===== config.mk =====
export PLATFORM = sky130hd
export DESIGN_NAME = uart_reg_bridge
export DESIGN_NICKNAME = d
export VERILOG_FILES = /design/src/rtl/uart_reg_pkg.sv /design/src/rtl/uart_tx_seq.sv /design/src/rtl/uart_reg_bridge.sv
export SDC_FILE = /design/constraint.sdc
export NUM_CORES = 1
export LEC_CHECK = 0
export BUFFER_PORTS_ARGS = -buffer_cell sky130_fd_sc_hd__clkbuf_2
export CORE_MARGIN = 4
export CORE_UTILIZATION = 25
export DETAILED_ROUTE_END_ITERATION = 8
export GPL_TIMING_DRIVEN = 1
export SYNTH_ARGS = -nofsm -noshare
export SYNTH_HDL_FRONTEND = slang
export SYNTH_SLANG_ARGS = --single-unit

===== constraint.sdc =====
create_clock -name sys_clk -period 9.3 [get_ports sys_clk]
set_clock_uncertainty 0.2 [all_clocks]
set_input_delay 1.86 -clock sys_clk [delete_from_list [all_inputs] [get_ports sys_clk]]
set_output_delay 1.86 -clock sys_clk [all_outputs]
set_load 0.01 [all_outputs]

===== src/rtl/uart_reg_pkg.sv =====
// uart_reg_pkg: command/response codes and FSM state encodings shared by the UART register bridge
package uart_reg_pkg;
  localparam logic [7:0] CMD_WR  = 8'h57;
  localparam logic [7:0] CMD_RD  = 8'h52;
  localparam logic [7:0] RSP_ACK = 8'h06;
  localparam logic [7:0] RSP_NAK = 8'h15;
  localparam logic [3:0] IDLE       = 4'd0;
  localparam logic [3:0] ADDR       = 4'd1;
  localparam logic [3:0] WDATA      = 4'd2;
  localparam logic [3:0] REG_WR     = 4'd3;
  localparam logic [3:0] REG_RD     = 4'd4;
  localparam logic [3:0] RD_WAIT    = 4'd5;
  localparam logic [3:0] TX_REQ     = 4'd6;
  localparam logic [3:0] TX_WAIT_HI = 4'd7;
  localparam logic [3:0] TX_WAIT_LO = 4'd8;
endpackage


===== src/rtl/uart_tx_seq.sv =====
// uart_tx_seq: sends one byte through the UART transmitter handshake and pulses done when the frame ends
module uart_tx_seq
  import uart_reg_pkg::*;
(
  input  logic       sys_clk,
  input  logic       sys_rst,
  input  logic       start,
  input  logic [7:0] tx_byte,
  input  logic       tx_status,
  output logic       tx_dvalid,
  output logic [7:0] tx_data,
  output logic       done
);
  logic [3:0] st;
  always_ff @(posedge sys_clk or posedge sys_rst)
    if (sys_rst) begin
      st      <= IDLE;
      tx_data <= '0;
    end else begin
      unique case (st)
        IDLE: if (start) begin
          st      <= TX_REQ;
          tx_data <= tx_byte;
        end
        TX_REQ:     st <= TX_WAIT_HI;
        TX_WAIT_HI: if (tx_status) st <= TX_WAIT_LO;
        TX_WAIT_LO: if (!tx_status) st <= IDLE;
        default:    st <= IDLE;
      endcase
    end
  assign tx_dvalid = st == TX_REQ;
  assign done      = st == TX_WAIT_LO && !tx_status;
endmodule


===== src/rtl/uart_reg_bridge.sv =====
// uart_reg_bridge: decodes host read/write commands from UART bytes, drives the register bus
// and returns ACK/NAK or read data through the UART transmitter.
module uart_reg_bridge
  import uart_reg_pkg::*;
#(
  parameter int ADDR_BYTES   = 2,
  parameter int BYTE_TIMEOUT = 4_000_000,
  parameter int RD_TIMEOUT   = 255
) (
  input  logic                    sys_clk,
  input  logic                    sys_rst,
  input  logic                    i_rx_dvalid,
  input  logic [7:0]              i_rx_data,
  output logic                    o_tx_dvalid,
  output logic [7:0]              o_tx_data,
  input  logic                    i_tx_status,
  output logic [8*ADDR_BYTES-1:0] o_reg_addr,
  output logic [31:0]             o_reg_wdata,
  output logic                    o_reg_wr,
  output logic                    o_reg_rd,
  input  logic [31:0]             i_reg_rdata,
  input  logic                    i_reg_rvalid
);
  localparam int AW = 8 * ADDR_BYTES;
  localparam int BW = $clog2(BYTE_TIMEOUT + 1);
  localparam int RW = $clog2(RD_TIMEOUT + 1);
  logic [3:0]    st;
  logic          is_wr;
  logic [7:0]    bcnt;
  logic [BW-1:0] tmo;
  logic [RW-1:0] rcnt;
  logic [31:0]   rbuf;
  logic [2:0]    cnt;
  logic          done;
  logic          tmo_hit;
  assign tmo_hit  = tmo == BW'(BYTE_TIMEOUT - 1);
  assign o_reg_wr = st == REG_WR;
  assign o_reg_rd = st == REG_RD;
  // rbuf always presents the next response byte in its top byte
  always_ff @(posedge sys_clk or posedge sys_rst)
    if (sys_rst) begin
      st          <= IDLE;
      is_wr       <= 1'b0;
      bcnt        <= '0;
      tmo         <= '0;
      rcnt        <= '0;
      rbuf        <= '0;
      cnt         <= '0;
      o_reg_addr  <= '0;
      o_reg_wdata <= '0;
    end else begin
      unique case (st)
        IDLE: if (i_rx_dvalid) begin
          is_wr <= i_rx_data == CMD_WR;
          bcnt  <= '0;
          tmo   <= '0;
          if (i_rx_data == CMD_WR || i_rx_data == CMD_RD) st <= ADDR;
          else begin
            rbuf <= {RSP_NAK, 24'h0};
            cnt  <= 3'd1;
            st   <= TX_REQ;
          end
        end
        ADDR: if (i_rx_dvalid) begin
          o_reg_addr <= (o_reg_addr << 8) | AW'(i_rx_data);
          tmo        <= '0;
          bcnt       <= bcnt == 8'(ADDR_BYTES - 1) ? '0 : bcnt + 8'd1;
          if (bcnt == 8'(ADDR_BYTES - 1)) st <= is_wr ? WDATA : REG_RD;
        end else if (tmo_hit) st <= IDLE;
        else tmo <= tmo + BW'(1);
        WDATA: if (i_rx_dvalid) begin
          o_reg_wdata <= {o_reg_wdata[23:0], i_rx_data};
          tmo         <= '0;
          bcnt        <= bcnt + 8'd1;
          if (bcnt == 8'd3) st <= REG_WR;
        end else if (tmo_hit) st <= IDLE;
        else tmo <= tmo + BW'(1);
        REG_WR: begin
          rbuf <= {RSP_ACK, 24'h0};
          cnt  <= 3'd1;
          st   <= TX_REQ;
        end
        REG_RD: begin
          rcnt <= '0;
          st   <= RD_WAIT;
        end
        RD_WAIT: if (i_reg_rvalid) begin
          rbuf <= i_reg_rdata;
          cnt  <= 3'd4;
          st   <= TX_REQ;
        end else if (rcnt == RW'(RD_TIMEOUT - 1)) begin
          rbuf <= {RSP_NAK, 24'h0};
          cnt  <= 3'd1;
          st   <= TX_REQ;
        end else rcnt <= rcnt + RW'(1);
        TX_REQ: st <= TX_WAIT_LO;
        TX_WAIT_LO: if (done) begin
          rbuf <= rbuf << 8;
          cnt  <= cnt - 3'd1;
          st   <= cnt == 3'd1 ? IDLE : TX_REQ;
        end
        default: st <= IDLE;
      endcase
    end
  uart_tx_seq u_tx_seq (
    .sys_clk  (sys_clk),
    .sys_rst  (sys_rst),
    .start    (st == TX_REQ),
    .tx_byte  (rbuf[31:24]),
    .tx_status(i_tx_status),
    .tx_dvalid(o_tx_dvalid),
    .tx_data  (o_tx_data),
    .done     (done)
  );
endmodule

=== Yosys cells after proc, flatten, opt, wreduce, memory -nomap -nowiden ===
Cells that the tools add are included.

* $add $sub $neg: 4
* Equality and inequality tests: 31
* Mux-type cells: 41
* Bitwise gates (word level): 1
* Reduce and logical (&&, ||, !) cells: 20

{| class="wikitable"
|+ Operators by type and width
! cell !! number
|-
| 32-bit 2-to-1 mux || 5
|-
| 32-bit case mux with 4 select lines || 1
|-
| 22-bit 2-to-1 mux || 3
|-
| 4-bit 2-to-1 mux || 12
|-
| 8-bit 2-to-1 mux || 6
|-
| 22-bit case mux with 2 select lines || 1
|-
| 4-bit case mux with 8 select lines || 1
|-
| 3-bit 2-to-1 mux || 8
|-
| 8-bit case mux with 3 select lines || 1
|-
| 22-bit by 1-bit adder with 22-bit output (second input constant) || 1
|-
| 22-bit == test (second input constant) || 1
|-
| 4-bit by 3-bit == test with 1-bit output (second input constant) || 5
|-
| 2-bit inequality test (second input constant) || 9
|-
| 8-bit by 1-bit adder with 8-bit output (second input constant) || 2
|-
| 8-bit by 7-bit == test with 1-bit output (second input constant) || 2
|-
| 16-bit by 8-bit OR with 16-bit output || 1
|-
| 4-bit case mux with 4 select lines || 1
|-
| 8-bit case mux with 2 select lines || 1
|-
| 3-bit inequality test (second input constant) || 4
|-
| 3-bit case mux with 4 select lines || 1
|-
| 5-bit AND reduction || 2
|-
| 3-bit AND reduction || 3
|-
| 4-bit by 2-bit == test with 1-bit output (second input constant) || 2
|-
| 4-bit == test (second input constant) || 2
|-
| other kinds (17) || 22
|}

* Register bits after elaboration: 138
* Input port bits: 45
* Output and inout port bits: 59
* Word-level logic and storage cells: 108

=== Logic depth before layout (Yosys ltp) ===
Gate-level depths: netlist of run 1.

* Depth after elaboration: 5
* Mapped depth: 8
* Mapped depth without buffers: 7

=== Modules after synthesis ===
From an unflattened synthesis of run 1, not the netlist that was laid out.

* Cell total of the unflattened synthesis: 555
* Area, all modules: 6483.7 um^2

{| class="wikitable"
|+ By module, submodules not included
! module !! times used !! cells an instance !! area each (um^2)
|-
| uart_reg_bridge || 1 || 523 || 6010.8
|-
| uart_tx_seq || 1 || 32 || 473.0
|}

=== Worst setup path after synthesis of run 1 ===
No wires, ideal clock.

* Path type: input -> register
* Start point: in i_rx_dvalid
* End point: reg tmo[0]
* Data arrival time: 3.284 ns
* Required time: 8.982 ns
* Setup slack: 5.698 ns
* Stages on the path: 7
* Path buffers: 2
* Cell sequence: clkbuf_1 nor4b_1 nand4_1 o21ai_1 clkbuf_1 nor3_1 a21o_1

* Longest elaborated chain between the ends: 2
* Elaborated cells between the ends (all ways): 5
* Classes of those cells: 2 x eq/ne; 2 x mux; 1 x reduce/logical

{| class="wikitable"
|+ RTL lines
! element !! RTL line !! text
|-
| start, declared || uart_reg_bridge.sv:12 || <nowiki>input logic i_rx_dvalid,</nowiki>
|-
| 3-bit inequality test (no line) (tied with other cells) || - ||
|-
| 3-bit AND reduction (no line) / 22-bit case mux with 2 select lines (equally long branches) || - ||
|-
| end signal, assigned || uart_reg_bridge.sv:70 || <nowiki>else tmo <= tmo + BW'(1);</nowiki>
|-
| end signal, assigned || uart_reg_bridge.sv:77 || <nowiki>else tmo <= tmo + BW'(1);</nowiki>
|-
| end, declared || uart_reg_bridge.sv:30 || <nowiki>logic [BW-1:0] tmo;</nowiki>
|}

Several ways; a longest one is shown, not always the timed one.
A chain may end at the register's enable or synchronous reset.

=== Worst setup path after layout of run 1 ===
* Start point: reg st[1]
* End point: out o_reg_wr

* Longest elaborated chain between the ends: 1

{| class="wikitable"
|+ RTL lines
! element !! RTL line !! text
|-
| start, declared || uart_reg_bridge.sv:27 || <nowiki>logic [3:0] st;</nowiki>
|-
| start signal, assigned || uart_reg_bridge.sv:68 || <nowiki>if (bcnt == 8'(ADDR_BYTES - 1)) st <= is_wr ? WDATA : REG_RD;</nowiki>
|-
| start signal, assigned || uart_reg_bridge.sv:100 || <nowiki>st <= cnt == 3'd1 ? IDLE : TX_REQ;</nowiki>
|-
| 4-bit by 2-bit == test with 1-bit output || uart_reg_bridge.sv:37 || <nowiki>assign o_reg_wr = st == REG_WR;</nowiki>
|-
| end, declared || uart_reg_bridge.sv:19 || <nowiki>output logic o_reg_wr,</nowiki>
|}

Every way passes these cells.

==> flow_summary_export.csv, run 1 <==
group,metric,value,unit
clock_network,clk_path_buf_depth,2,
synth,yosys.area.top_type_share,0.537,
layout,final_nets,727,
floorplanning,initial_core_util,0.253,
critical_path,slowest_stage,"dfrtp_1",
sta,rsz0062_at_grt,"no",
layout,area_growth,22.2,%
min_path,holdPathStages,1,
synth,synth_cells,579,
sta,hold_violations,0,
routing,vias,4719,
critical_path,crit_fanout,20,
floorplanning,placement_rows,58,
floorplanning,fp.coreArea,0.0252,mm²
floorplanning,ioPinCount,104,
clock_network,cts_buffers,17,
clock_network,clkSinkCount,137,
clock_network,postCtsSetupBuffers,0,
place,gp_congestion,0.769,
synth,synth_edf_count,0,
synth,yosys_warnings,0,
global_route,grt_pass1_vias,4613,
layout,diodes,0,
place,portBuffers,103,
power_and_ir_drop,p_leak,3.46,nW
layout,layout_commonest_cell,"dfrtp_1",
routing,vias_per_cell,4.64,
power_and_ir_drop,ir_drop,0.184,mV
critical_path,start_kind,"flip-flop",
layout,layout-drive-gt1-share,0.221,
layout,layout_common_cells,"dfrtp_1 (137), clkbuf_2 (103), nor2_1 (75)",
run,drv_cap,0,
synth,ys_seq_area_frac,0.537,
sta,slew_headroom,0.232,
routing,drtPass1Iterations,4,
global_route,grt_max_degree,71,
critical_path,crit_chain,"nand2_1 > nor3_1 > clkbuf_2",
critical_path,path_class,"flip-flop to primary output",
routing,initialDrtViolationCount,322,
floorplanning,dieArea,0.0281,mm²
power_and_ir_drop,p_per_area,316,mW/mm²
min_path,hp-start,"rbuf[30]$_DFFE_PP0P_",
sta,period_minus_slack,3950,ps
global_route,grt_pass1_wl,24600,µm
synth,syn-mean-instance-area,11.0,µm²
synth,synth_area,0.00638,mm²
global_route,grt_use_total,0.106,
critical_path,ff2ff_path_depth,5,
critical_path,crit_required,7240,ps
clock_network,cts_root_buf,"clkbuf_16",
clock_network,h-tree-depth,4,
critical_path,crit_path_max_incr_delay,700,ps
floorplanning,die_w,168,µm
critical_path,crit_path_end_kind,"primary output",
critical_path,worstPathArrival,1890,ps
place,hpwlAfterDp,10200,µm
routing,drc,0,
critical_path,r2r-start,"st[1]$_DFFE_PP0P_",
min_path,worstHoldPathType,"flip-flop to flip-flop",
sta,setup_viol,0,
sta,period_share,0.425,
status,run_status,"finished, final reports clean",
critical_path,rrSetupSlack,5750,ps
clock_network,cts_resized,0,
synth,synth.area.top_cells,"dfrtp_1 (54%), mux2_1 (9.4%), nor2_1 (4.5%)",
routing,wl_per_cell,14.4,µm
global_route,antenna_found_initial,0,
routing,antenna_left,0,
routing,routed_wl,14700,µm
power_and_ir_drop,p_total,2.46,mW
synth,ys_ff_latch,137,
global_route,grt.overflow.total,0,
sta,max_freq,253,MHz
synth,syn_nets,631,
synth,synth_largest_area_cell,"dfrtp_1",
clock_network,cts_tree,"done",
clock_network,insertion_delay,420,ps
sta,tns,0,ps
synth,synth-async-reset-ratio,1.00,
sta,tightest_slew,1150,ps
critical_path,r2r-end,"cnt[1]$_DFFE_PP0P_",
min_path,whs_endpoint,"u_tx_seq.tx_data[6]$_DFFE_PP0P_",
synth,synthFlopType,"dfrtp_1",
clock_network,clkTransAtPathRegs,60,ps
clock_network,cts_hold_buf,0,
synth,synth.distinct_cells,64,
sta,slew_violations,0,
floorplanning,die_y,168,µm
-- routing by layer --
layer	vias up	routed length, µm	part of all wire	global-route usage
li1	2310	-	-	-
met1	2302	6910	0.47	0.147
met2	93	6860	0.47	0.160
met3	14	699	0.048	0.0305
met4	0	192	0.013	0.0367
met5	-	0	0	0
-- cell usage after synthesis, types with 3 or more instances --
cell type    n
or4_1        4
or2_1        3
nand3_1     16
o2111ai_1    3
nor2_1      76
xnor2_1      9
nand4_1      7
o22a_1       3
a21o_1       3
clkbuf_1    18
dfrtp_1    137
or3_1        8
a31oi_1      6
inv_1       13
nor4_1       6
o21ai_1     17
nor4b_1      6
mux2_2       4
buf_2        7
a22o_1       8
buf_1        4
xor2_1      10
ha_1         7
o2bb2ai_1    3
nor3_1       7
and2_1       4
nor2b_1      4
mux2_1      53
a221oi_1    21
o21ai_0      5
and4_1       4
nand2_1     27
a211oi_1     3
a21oi_1     17
nand2b_1     9
and3_1       6
o31ai_1      5
-- worst max path at each step --
| stage | endpoint | slack, ps | start | cells after the start |
|---|---|---|---|---|
| 5_1_grt | cnt[2]$_DFFE_PP0P_ | 5170 | i_tx_status | 6 |
| 2_1_floorplan | bcnt[0]$_DFFE_PP0P_ | 3570 | sys_rst | 1 |
| 4_1_cts | o_reg_wr | 5280 | st[1]$_DFFE_PP0P_ | 3 |
| 6_report | o_reg_wr | 5350 | st[1]$_DFFE_PP0P_ | 3 |
| 3_3_place_gp | cnt[1]$_DFFE_PP0P_ | 4910 | i_rx_data[4] | 6 |
| 3_5_place_dp | cnt[2]$_DFFE_PP0P_ | 4920 | i_tx_status | 6 |
-- logic make-up (layout without fill, tap and decap cells) --
group,Yosys count,after routing,share of synthesized area
compound gates,116,116,0.134
flops,137,137,0.537
fa+ha+maj,7,7,0.0137
xor+xnor,19,19,0.0261
buf+inv,46,155,0.0308
simple gates,196,196,0.156
mux,58,58,0.102
-- metrics by stage --
step	worst slack, ps	hold WS (ps)	cell area [µm²]	util	std cells
after floorplan	3570	254	6380	-	579
after global placement	4910	272	7210	0.286	986
after detailed placement	4920	278	7210	0.286	986
after CTS	5280	294	7790	0.310	1018
after global routing	5170	307	7790	0.310	1018
final	5350	285	7790	0.310	1018
-- worst max-delay path, delay by kind of cell (launching register included) --
| kind | cells | cell delay (ps) |
|---|---|---|
| AND/OR/NAND/NOR | 2 | 550 |
| flip-flops | 1 | 700 |
| buffers and inverters | 1 | 220 |
-- cell type report --
class	count	area [µm²]
fill	2567	17400
sequential	137	3430
multi-input combinational	396	2760
timing repair buffer	108	553
clock buffer	17	425
tap	330	413
clock inverter	15	155
inverter	15	61.3
-- sequential cells by signal, summed over array words and instances (netlist names) --
signal,cells
bcnt,8
cnt,3
is_wr,1
o_reg_addr,16
o_reg_wdata,32
rbuf,32
rcnt,8
st,4
tmo,22
u_tx_seq.st,3
u_tx_seq.tx_data,8
-- report_power, final --
part	total [mW]	switching, mW	internal [mW]
combinational	0.825	0.470	0.354
clock	0.663	0.285	0.378
sequential	0.972	0.166	0.806
total	2.46	0.922	1.54
No activity file was read; power rests on OpenSTA's default activity.
==> run 2: changes to the inputs <==
ABC_AREA = 1   (was default)
clock period = 3.4 ns   (was 9.3 ns; I/O delays follow)
==> flow_summary_export.csv, run 2 <==
group,metric,value,unit
status,run_status,"finished, final reports clean",
synth,syn_nets,923,
synth,synthFlopType,"dfrtp_1",
clock_network,cts_buffers,17,
clock_network,cts_resized,0,
sta,rsz0062_at_grt,"no",
floorplanning,die_w,173,µm
layout,area_growth,22.0,%
routing,initialDrtViolationCount,351,
place,hpwlAfterDp,12100,µm
clock_network,postCtsSetupBuffers,0,
layout,layout_common_cells,"nand2_1 (281), dfrtp_1 (137), clkbuf_2 (103)",
sta,setup_viol,0,
global_route,grt_max_degree,71,
routing,wl_per_cell,12.5,µm
floorplanning,die_y,173,µm
sta,max_freq,404,MHz
place,placed_area,0.00772,mm²
synth,yosysMostFrequentCell,"nand2_1",
sta,tns,0,ps
clock_network,clk_path_buf_depth,2,
sta,holdWs,43.7,ps
layout,layout-drive-gt1-share,0.186,
synth,synth.area.top_cells,"dfrtp_1 (50%), nand2_1 (15%), o21ai_0 (6.5%)",
power_and_ir_drop,ir_drop,0.453,mV
power_and_ir_drop,p_leak,3.92,nW
critical_path,crit_fanout,5,
sta,period_minus_slack,2470,ps
critical_path,start_kind,"flip-flop",
synth,synth-async-reset-ratio,1.00,
synth,synth_edf_count,0,
place,portBuffers,103,
floorplanning,initial_core_util,0.254,
floorplanning,dieArea,0.0301,mm²
synth,ys_ff_latch,137,
synth,yosys.area.top_type_share,0.501,
power_and_ir_drop,p_per_area,806,mW/mm²
global_route,grt_use_total,0.114,
sta,tightest_slew,896,ps
layout,final-seq-area,0.00343,mm²
synth,syn-mean-instance-area,7.85,µm²
clock_network,clkTransAtPathRegs,70,ps
clock_network,cts_hold_buf,0,
layout,multiInputGateArea,0.00288,mm²
global_route,grt_pass1_wl,28300,µm
routing,drtPass1Iterations,5,
synth,synth.distinct_cells,37,
layout,stdcell_area,0.00834,mm²
synth,synth_commonest_cells,"nand2_1 (281), dfrtp_1 (137), inv_1 (99)",
layout,fin_util,0.310,
global_route,grt_pass1_vias,5590,
synth,ys_seq_area_frac,0.501,
critical_path,crit_required,2520,ps
min_path,worstHoldPathType,"input port to async pin",
global_route,antenna_found_initial,1,
critical_path,path_class,"flip-flop to primary output",
routing,antenna_left,0,
floorplanning,placement_rows,60,
layout,diodes,0,
clock_network,cts_tree,"done",
routing,vias_per_cell,4.34,
critical_path,worstPathArrival,1590,ps
synth,yosys_warnings,0,
clock_network,h-tree-depth,4,
clock_network,cts_root_buf,"clkbuf_16",
clock_network,insertion_delay,430,ps
run,drv_cap,0,
critical_path,crit_path_end_kind,"primary output",
layout,layout_commonest_cell,"nand2_1",
floorplanning,ioPinCount,104,
clock_network,clkSinkCount,137,
place,gp_congestion,0.822,
sta,slew_violations,0,
sta,period_share,0.727,
routing,drc,0,
routing,vias,5760,
layout,fillers,2867,
layout,largestRegisters,"o_reg_wdata: 32 flops, rbuf: 32 flops, tmo: 22 flops",
sta,slew_headroom,0.402,
layout,final_nets,1025,
global_route,grt.overflow.total,0,
floorplanning,fp.coreArea,0.0270,mm²
routing,routed_wl,16600,µm
synth,synth_largest_area_cell,"dfrtp_1",
synth,synth_cells,871,
synth,synth_area,0.00684,mm²
sta,hold_violations,0,
[run 2: kinds of logic after synthesis]
family,after synthesis,share of synthesized area
compound gates,142,0.113
buf+inv,132,0.0787
xor+xnor,15,0.0192
mux,1,0.00146
fa+ha+maj,7,0.0128
simple gates,437,0.274
flops,137,0.501
[run 2: cell type report]
cell class	count	area share
repair buffers	109	0.0702
well taps	341	0.0511
clock inverters	14	0.0222
flip-flops and latches	137	0.411
multi-input cells	602	0.345
inverters	106	0.0484
clock buffers	18	0.0526
[run 2: path summary, 6_finish.rpt]
kind	endpoint	slack, ps	depth (start not counted)	from
setup / recovery	o_reg_wr	930	4	st[3]$_DFFE_PP0P_
min in group sys_clk	rbuf[3]$_DFFE_PP0P_	260	3	i_reg_rdata[3]
hold reg to reg	o_reg_wdata[29]$_DFFE_PP0P_	280	2	o_reg_wdata[29]$_DFFE_PP0P_
setup reg to reg	tmo[8]$_DFFE_PP0P_	1090	10	tmo[0]$_DFFE_PP0P_
max in group asynchronous	u_tx_seq.tx_data[2]$_DFFE_PP0P_	2170	3	sys_rst
hold / removal	rcnt[3]$_DFFE_PP0P_	40	2	sys_rst
[run 2: power breakdown]
part	switching (mW)	internal, mW
combinational	1.59	0.761
sequential	0.295	2.11
clock	0.779	1.19
[run 2: through the flow]
step	cells	total power, mW	setup WS [ps]
6_report	1327	6.72	928
5_1_grt	1327	7.25	752
4_1_cts	1327	6.83	804
3_5_place_dp	1295	4.84	618
3_3_place_gp	1295	4.79	723
2_1_floorplan	871	4.05	813
[run 2: metal layers]
layer | wire length, µm | share of wire | up-vias | GRT usage
li1 | - | - | 2984 | -
met1 | 7920 | 0.48 | 2646 | 0.153
met2 | 7650 | 0.46 | 109 | 0.181
met3 | 756 | 0.046 | 19 | 0.0310
met4 | 240 | 0.014 | 2 | 0.0343
met5 | 13 | 0.00078 | - | 0
[run 2: critical path, cell delays in order, from the launching register on]
cell and delay (ps):
dfrtp_1 440, nor2_2 170, nand3_1 290, inv_1 130
clkbuf_2 140
==> run 3: changes to the inputs <==
clock period = 2 ns   (was 3.4 ns; I/O delays follow)
==> flow_summary_export.csv, run 3 (synthesis results as in run 2) <==
group,metric,value,unit
status,run_status,"complete, but fails checks",
status,violations,"negative setup slack",
critical_path,crit_required,2130,ps
global_route,antenna_found_initial,0,
critical_path,start_kind,"flip-flop",
clock_network,cts_buffers,17,
routing,wl_per_cell,13.0,µm
layout,area_growth,37.2,%
sta,period_share,1.01,
floorplanning,placement_rows,60,
power_and_ir_drop,p_leak,4.47,nW
power_and_ir_drop,ir_drop,0.741,mV
critical_path,ff2ff_path_depth,10,
power_and_ir_drop,p_clk_frac,0.232,
layout,stdcell_count,1401,
sta,rsz0062_at_grt,"yes",
global_route,grt_use_total,0.115,
layout,final_nets,1099,
layout,layout_common_cells,"nand2_1 (254), dfrtp_1 (134), clkbuf_2 (100)",
layout,fillers,2731,
clock_network,clkSinkCount,137,
critical_path,crit_fanout,7,
global_route,use_met2,0.175,
layout,diodes,0,
global_route,use_met1,0.158,
min_path,holdPathStages,3,
critical_path,worstPathArrival,2150,ps
sta,setup_ws,-16.0,ps
critical_path,slowest_stage,"dfrtp_1",
place,hpwlAfterDp,12400,µm
clock_network,clk_path_buf_depth,2,
sta,period_minus_slack,2020,ps
layout,layout_commonest_cell,"nand2_1",
layout,final-seq-area,0.00343,mm²
routing,routed_wl,18300,µm
sta,tightest_slew,467,ps
power_and_ir_drop,p_switching,5.26,mW
power_and_ir_drop,comb_power_share,0.466,
clock_network,h-tree-depth,4,
layout,largestRegisters,"o_reg_wdata: 32 flops, rbuf: 32 flops, tmo: 22 flops",
routing,antenna_left,0,
global_route,grt.overflow.total,0,
routing,drc,0,
routing,vias_per_cell,4.34,
critical_path,crit_path_end_kind,"flip-flop",
clock_network,cts_root_buf,"clkbuf_16",
floorplanning,die_y,173,µm
sta,setup_viol,1,
layout,layout-drive-gt1-share,0.276,
sta,max_freq,496,MHz
critical_path,crit_top_cell,"nor2_4",
power_and_ir_drop,pwr-share-seq,0.302,
routing,initialDrtViolationCount,376,
run,drv_cap,0,
place,portBuffers,103,
routing,vias,6084,
min_path,worstHoldPathType,"input port to flip-flop",
clock_network,insertion_delay,420,ps
place,gp_congestion,0.835,
clock_network,cts_tree,"done",
power_and_ir_drop,swShare,0.388,
routing,drtPass1Iterations,4,
floorplanning,ioPinCount,104,
sta,holdWs,15.1,ps
global_route,grt_pass1_wl,28700,µm
global_route,grt_max_degree,36,
global_route,grtUsageMet3,0.0312,
clock_network,clkTransAtPathRegs,60,ps
sta,slew_headroom,0.688,
sta,hold_violations,0,
floorplanning,fp.coreArea,0.0270,mm²
floorplanning,die_w,173,µm
sta,slew_violations,0,
floorplanning,initial_core_util,0.254,
global_route,grt.busiest_layer,"met2",
power_and_ir_drop,intPower,8.29,mW
floorplanning,dieArea,0.0301,mm²
layout,multiInputGateArea,0.00307,mm²
global_route,grt_pass1_vias,5715,
critical_path,crit_chain,"inv_2 > nor2_4 > buf_4 > nand3_4 > nand3_2 > o21ai_4 > nor2_4 > buf_12 > buf_6 > o21ai_0",
place,post-place-cells,1326,
critical_path,crit_path_max_incr_delay,420,ps
critical_path,path_class,"flip-flop to flip-flop",
power_and_ir_drop,p_per_area,1440,mW/mm²
==> run 3: changes by cell type in the layout (fill, tap and decap cells not counted), sizes merged <==
cell         before  now
dlygate4sd3       0    9
inv             111  107
buf               6   65
bufinv            3    2
clkinv            3    7
clkbuf          121  128
==> run 3: per-layer routing <==
layer  part of all wire  up-vias
li1                   -     3131
met1               0.46     2828
met2               0.48      107
met3              0.043       18
met4              0.015        0
met5                  0        -
==> run 3: area by class of cell <==
class                           count  area share
Multi-Input combinational cell    602       0.327
Tap cell                          341      0.0455
Clock inverter                     13      0.0152
Clock buffer                       19      0.0472
Inverter                          106      0.0441
Sequential cell                   137       0.366
Timing Repair Buffer              183       0.155
==> run 3: critical path, delay by kind of cell, from the launching register on <==
family	cells	cell delay, ps
buffers and inverters	4	510
AOI/OAI and AO/OA	2	420
DFF	1	420
and+or+nand+nor	4	370
==> run 3: what timing repair did <==
action / CTS / global route
hold buffers: 9 / 0
setup endpoints to repair: 3 / 54
pin swaps: 2 / 10
setup buffers: 9 / 14
resized for setup: 14 / 76
cloned: 0 / 11
endpoints found under the hold margin: 17 / 0
==> run 3: power by group through the flow <==
| stage | Combinational (mW) | Sequential (mW) | Clock (mW) |
|---|---|---|---|
| finish | 6.32 | 4.09 | 3.15 |
| CTS | 4.74 | 4.09 | 3.22 |
| floorplan | 2.58 | 4.30 | 0 |
| detailed placement | 4.52 | 4.13 | 0 |
| global route | 6.89 | 4.19 | 3.36 |
| global placement | 4.46 | 4.12 | 0 |
==> run 3: per-stage QoR <==
stage | setup TNS, ps | worst slack, ps | power [mW] | cell area [µm²] | util
floorplan | -42080 | -307 | 6.88 | 6840 | -
global placement | 0 | 58.0 | 8.58 | 8070 | 0.299
detailed placement | 0 | 43.8 | 8.65 | 8070 | 0.299
CTS | -5.23 | -3.71 | 12.1 | 8850 | 0.328
global route | -2990 | -118 | 14.4 | 9380 | 0.348
finish | -16.0 | -16.0 | 13.6 | 9380 | 0.348
==> run 3: path summary, 6_finish.rpt <==
path | startpoint | to | slack, ps
max in group asynchronous | sys_rst | tmo[20]$_DFFE_PP0P_ | 730
hold reg to reg | o_reg_wdata[29]$_DFFE_PP0P_ | o_reg_wdata[29]$_DFFE_PP0P_ | 280
setup / recovery | st[2]$_DFFE_PP0P_ | rbuf[1]$_DFFE_PP0P_ | -20
min in group asynchronous | sys_rst | rbuf[16]$_DFFE_PP0P_ | 340
hold / removal | i_rx_data[3] | o_reg_addr[3]$_DFFE_PP0P_ | 20
setup reg to reg | st[2]$_DFFE_PP0P_ | rbuf[1]$_DFFE_PP0P_ | -20
